File: config.mk
export PLATFORM = sky130hd
export DESIGN_NAME = axis_skid_buffer
export DESIGN_NICKNAME = d
export VERILOG_FILES = /design/src/rtl/packet_length_checker_skid.sv
export SDC_FILE = /design/constraint.sdc
export NUM_CORES = 1
export LEC_CHECK = 0
export ABC_AREA = 0
export BUFFER_PORTS_ARGS = -buffer_cell sky130_fd_sc_hd__clkbuf_2
export CORE_UTILIZATION = 50
export CTS_CLUSTER_DIAMETER = 120
export DETAILED_ROUTE_END_ITERATION = 10
export GPL_TIMING_DRIVEN = 1
export HOLD_SLACK_MARGIN = 0.05
export PLACE_DENSITY = 0.77
export REMOVE_ABC_BUFFERS = 1
export SETUP_SLACK_MARGIN = 0.4
export SYNTH_ARGS = -nofsm -noshare
export SYNTH_HDL_FRONTEND = slang
export SYNTH_SLANG_ARGS = --single-unit
File: constraint.sdc
create_clock -name clk -period 2.35 [get_ports clk]
set_input_delay 0.1175 -clock clk [delete_from_list [all_inputs] [get_ports clk]]
set_output_delay 0.1175 -clock clk [all_outputs]
set_load 0.01 [all_outputs]
File: src/rtl/packet_length_checker_skid.sv
// ----------------------------------------------------------------------------
// axis_skid_buffer
// Two-entry register FIFO between an upstream and a downstream valid/ready
// interface. A beat accepted on one edge is presented on the output right
// after that edge; with the output always ready it sustains one beat/cycle.
// Ports:
//   clk, reset             : clock, asynchronous active-high reset
//   in_data/valid/ready    : upstream side (W-bit payload)
//   out_data/valid/ready   : downstream side; out_data reads 0 when empty
// ----------------------------------------------------------------------------
module axis_skid_buffer #(
   parameter int W = 8
) (
   input  logic         clk,
   input  logic         reset,
   input  logic [W-1:0] in_data,
   input  logic         in_valid,
   output logic         in_ready,
   output logic [W-1:0] out_data,
   output logic         out_valid,
   input  logic         out_ready
);

   logic [W-1:0] mem_q [2];
   logic         wr_ptr_q, wr_ptr_d;
   logic         rd_ptr_q, rd_ptr_d;
   logic [1:0]   count_q, count_d;
   logic         run_q;
   logic         in_fire, out_fire;

   // run_q holds ready low through reset and raises it on the first edge after.
   assign in_ready  = run_q && (count_q != 2'd2);
   assign out_valid = (count_q != 2'd0);
   assign in_fire   = in_valid && in_ready;
   assign out_fire  = out_valid && out_ready;
   // Gate the payload so TUSER/TLAST read 0 whenever nothing is held.
   assign out_data  = out_valid ? mem_q[rd_ptr_q] : '0;

   always_comb begin
      wr_ptr_d = wr_ptr_q ^ in_fire;
      rd_ptr_d = rd_ptr_q ^ out_fire;
      count_d  = count_q;
      case ({in_fire, out_fire})
         2'b10:   count_d = count_q + 2'd1;
         2'b01:   count_d = count_q - 2'd1;
         default: count_d = count_q;
      endcase
   end

   always_ff @(posedge clk or posedge reset) begin
      if (reset) begin
         wr_ptr_q <= 1'b0;
         rd_ptr_q <= 1'b0;
         count_q  <= 2'd0;
         run_q    <= 1'b0;
      end else begin
         wr_ptr_q <= wr_ptr_d;
         rd_ptr_q <= rd_ptr_d;
         count_q  <= count_d;
         run_q    <= 1'b1;
      end
   end

   // Storage needs no reset: it is only visible through out_valid.
   always_ff @(posedge clk) begin
      if (in_fire) begin
         mem_q[wr_ptr_q] <= in_data;
      end
   end

endmodule

==> impl_results.md <==
* Signal arrival time at the worst endpoint at 1.87 ns
* Cell area after technology mapping at approximately 860 um2
* Critical path endpoint category: flip-flop
* Post-synthesis area per instance at 15.1 um2
* Largest area contributor in the synthesized netlist: sky130_fd_sc_hd__edfxtp_1
* Area grow syn2layout at 27.5%
* Fin Setup TNS at 0 ns
* Max stage delay on crit path at between 0.4 and 0.5 ns
* Number of antenna cells inserted at 0
* Global-route wire length before repair at around 2300 um
* Worst setup path start: count_q[1]
* Total number of yosys warnings at 0
* Most used standard cell by instance count after synthesis: sky130_fd_sc_hd__edfxtp_1
* Commonest cells post-synth: 16 x sky130_fd_sc_hd__edfxtp_1, 9 x sky130_fd_sc_hd__nor2_1, 8 x sky130_fd_sc_hd__mux2i_1
* Proportion of layout cells with a drive suffix above 1 at 0.300
* Dominant cells by area after synthesis: sky130_fd_sc_hd__edfxtp_1 56%, sky130_fd_sc_hd__dfrtp_1 15%, sky130_fd_sc_hd__mux2i_1 9.3%
* Hold violation total from the final report at 0
* Sequential area share after synthesis at 0.703
* Worst Path Max Fanout at 10
* Final Cell Area at roughly 0.0011 mm2
* Fraction of synthesized cell area taken by the top area cell type at 0.558
* Highest achievable clock rate at between 600 and 700 MHz
* Final net count at between 100 and 150
* Die Height at between 40 and 50 um
* WHS Endpoint: rd_ptr_q
* Number of synthesized register bits at 21
* Fraction of the mapped netlist area in compound gates at 0.0131
* Initial core utilization at 0.552
* Number of remaining DRC errors at 2
* Die width at ~43 um
* Starting DRC count in detailed routing at 16
* CTS tree: built
* Clk Latency, worst-skew pair at approximately 0.29 ns
* Initial antenna violation count at 0
* Adder-Cell Fraction of Synth Area at 0.0436
* Count of nets left with antenna violations after detail routing at 0
* Worst reg2reg path depth at 5
* Critical path startpoint category: flip-flop
* Remaining Overflow, GRT at 0
* Number of synthesized flops with an enable pin at 16
* Area of the placeable core at 0.00156 mm2
* End of the worst register-to-register path: count_q[1]
* Post-CTS Setup Inserts at 0
* Top delay family on crit path: simple AND/OR/NAND/NOR gates
* GR Util All Layers at 0.181
* Via count of the first global-routing pass at between 500 and 600
* Buffer type at the clock tree root: sky130_fd_sc_hd__clkbuf_4
* Number of port buffers at 21
* Vias per std cell at roughly 4.8
* # H-tree levels at 1
* Final worst setup slack at a little over 0.7 ns
* Power density of the placed cells at just over 1000 mW/mm2
* Final routed wirelength across all metal layers at 1390 um
* Clk pin slew, worst setup/hold paths at 0.11 ns
* Number of iterations in the first detailed-routing pass at 6
* Netlist cell types at 15
* Largest family of logic cells by synthesized area: multiplexers
* Count of hold buffers inserted by post-cts repair at 9
* Via total after detailed routing at roughly 510
* Type of the tightest min-delay check: primary input to flip-flop
* DPL Wire Length at 947 um
* Total cell area at the placement stage at ~980 um2
* Total I/O pin count at 22
* Average detailed-routed wire length per instance at between 10 and 15 um
* Cell chain of the critical path: nor2_2, nor2b_4, ha_1, nor2_1, xor2_1
* Worst hold path startpoint: out_ready
* Flop2flop setup slack at roughly 0.71 ns
* Post-route minimum period at 1.64 ns
* CP Data Required Time at around 2.6 ns
* Floorplan die area at 0.00189 mm2
* Number of buffers and inverters on the critical path at 0
* Xor/xnor share of the synthesized area at 0.0407
* Critical path type: flip-flop to flip-flop
* Setup repair after global routing missed its margin: false
* Filler Cell Count at 120
* Number of buffers on the longest clock path at 2
* Run status: finished with violations
* Number of buffers created by CTS at 3
* Post-cts gate resize count at 0
* Final worst path period share at 0.700
* Max VDD drop at around 0.7 mV
* Failing checks: DRC
* Sinks on the clock net at 21
* Origin of the critical flop-to-flop path: count_q[1]
* Main synth FF type: sky130_fd_sc_hd__edfxtp_1
* Number of endpoints failing setup at the final stage at 0
* Worst slack at placement at 0.716 ns
* Gate Count Post-Synth at 57
* Final count of pins violating max slew at 0
* Cell depth of the worst min-delay path at 3
* Worst path slowest cell: sky130_fd_sc_hd__dfrtp_1
* Portion of netlist area occupied by mux cells at 0.0930
* Number of cell rows at 14
* Share of flip-flops with an asynchronous set or reset at 0.238
* Leak Pwr at between 0.0004 and 0.0005 uW
* Maximum number of pins on one net before global-route repair at 12
* Global placement routability congestion at about 0.67
* Fraction of the mapped netlist area in simple logic gates at 0.0741
* Worst Clk Skew at around 0.0044 ns
* Max Cap Viol at 0
-- where the power goes --
| group | switching (uW) | total [uW] | internal [uW] | leakage, uW |
|---|---|---|---|---|
| Combinational | 213 | 407 | 194 | 0.000275 |
| Sequential | 76.1 | 553 | 477 | 0.000204 |
| Clock | 95.9 | 162 | 65.9 | 0.0000150 |
-- cells by family (layout without fill, tap and decap cells) --
group / Yosys count / in the layout
AO/OA/AOI/OAI: 1 / 1
buffers and inverters: 6 / 39
multiplexers: 8 / 8
adder cells (fa/ha/maj): 3 / 3
AND/OR/NAND/NOR: 13 / 13
flip-flops: 21 / 21
other: 1 / 1
XOR/XNOR: 4 / 4
-- layer usage --
| layer | vias up | wire, um | track usage | share of wire |
|---|---|---|---|---|
| li1 | 258 | - | - | - |
| met1 | 235 | 571 | 0.182 | 0.41 |
| met2 | 11 | 777 | 0.345 | 0.56 |
| met3 | 2 | 29 | 0.0250 | 0.021 |
| met4 | 0 | 15 | 0.113 | 0.011 |
| met5 | - | 0 | 0 | 0 |
-- worst max path at each step --
stage	to	slack, ns	cells after the start
global route	count_q[1]	0.58	6
finish	count_q[1]	0.71	5
floorplan	mem_q[1][0]	0.87	4
CTS	count_q[1]	0.69	5
global placement	count_q[1]	0.75	5
detailed placement	count_q[1]	0.72	5
-- layout by cell type (no fill, tap or decap) --
cell / Yosys / layout
sky130_fd_sc_hd__and2_1: 1 / 1
sky130_fd_sc_hd__xor2_1: 2 / 2
sky130_fd_sc_hd__nor2b_4: 1 / 1
sky130_fd_sc_hd__a21boi_2: 1 / 1
sky130_fd_sc_hd__dfrtp_1: 5 / 5
sky130_fd_sc_hd__edfxtp_1: 16 / 16
sky130_fd_sc_hd__inv_1: 5 / 5
sky130_fd_sc_hd__nor2_2: 1 / 1
sky130_fd_sc_hd__xnor2_1: 2 / 2
sky130_fd_sc_hd__mux2i_1: 8 / 8
sky130_fd_sc_hd__dlygate4sd3_1: 0 / 9
sky130_fd_sc_hd__ha_1: 3 / 3
sky130_fd_sc_hd__conb_1: 1 / 1
sky130_fd_sc_hd__clkbuf_1: 0 / 1
sky130_fd_sc_hd__nor2_1: 9 / 9
sky130_fd_sc_hd__nand2_1: 1 / 1
sky130_fd_sc_hd__clkbuf_2: 0 / 21
sky130_fd_sc_hd__clkbuf_4: 0 / 3
-- cell type report --
type,count,area [um2],share of cell area
sequential,21,606,0.552
multi-input combinational,30,231,0.211
timing repair buffer,30,195,0.178
clock buffer,4,26.3,0.0239
tap,16,20.0,0.0182
inverter,5,18.8,0.0171
-- sequential cells by signal, summed over array words and instances, names as in the netlist --
name	cells
run_q	1
count_q	2
wr_ptr_q	1
mem_q	16
rd_ptr_q	1
-- metrics by stage --
step	total power [uW]	util	std cells	hold WS (ns)
after floorplan	817	-	56	-0.104
after global placement	944	0.629	93	0.00468
after detailed placement	963	0.629	93	0.0110
after CTS	1140	0.704	106	0.174
after global routing	1200	0.704	106	0.203
final	1120	0.704	106	0.175
-- worst register-to-register path: cells and delay by family (launching register included) --
kind	cells	cell delay, ns
flops	1	0.44
fa+ha+maj	1	0.34
xor+xnor	1	0.15
simple gates	3	0.65
No activity file was read; power rests on OpenSTA's default activity.
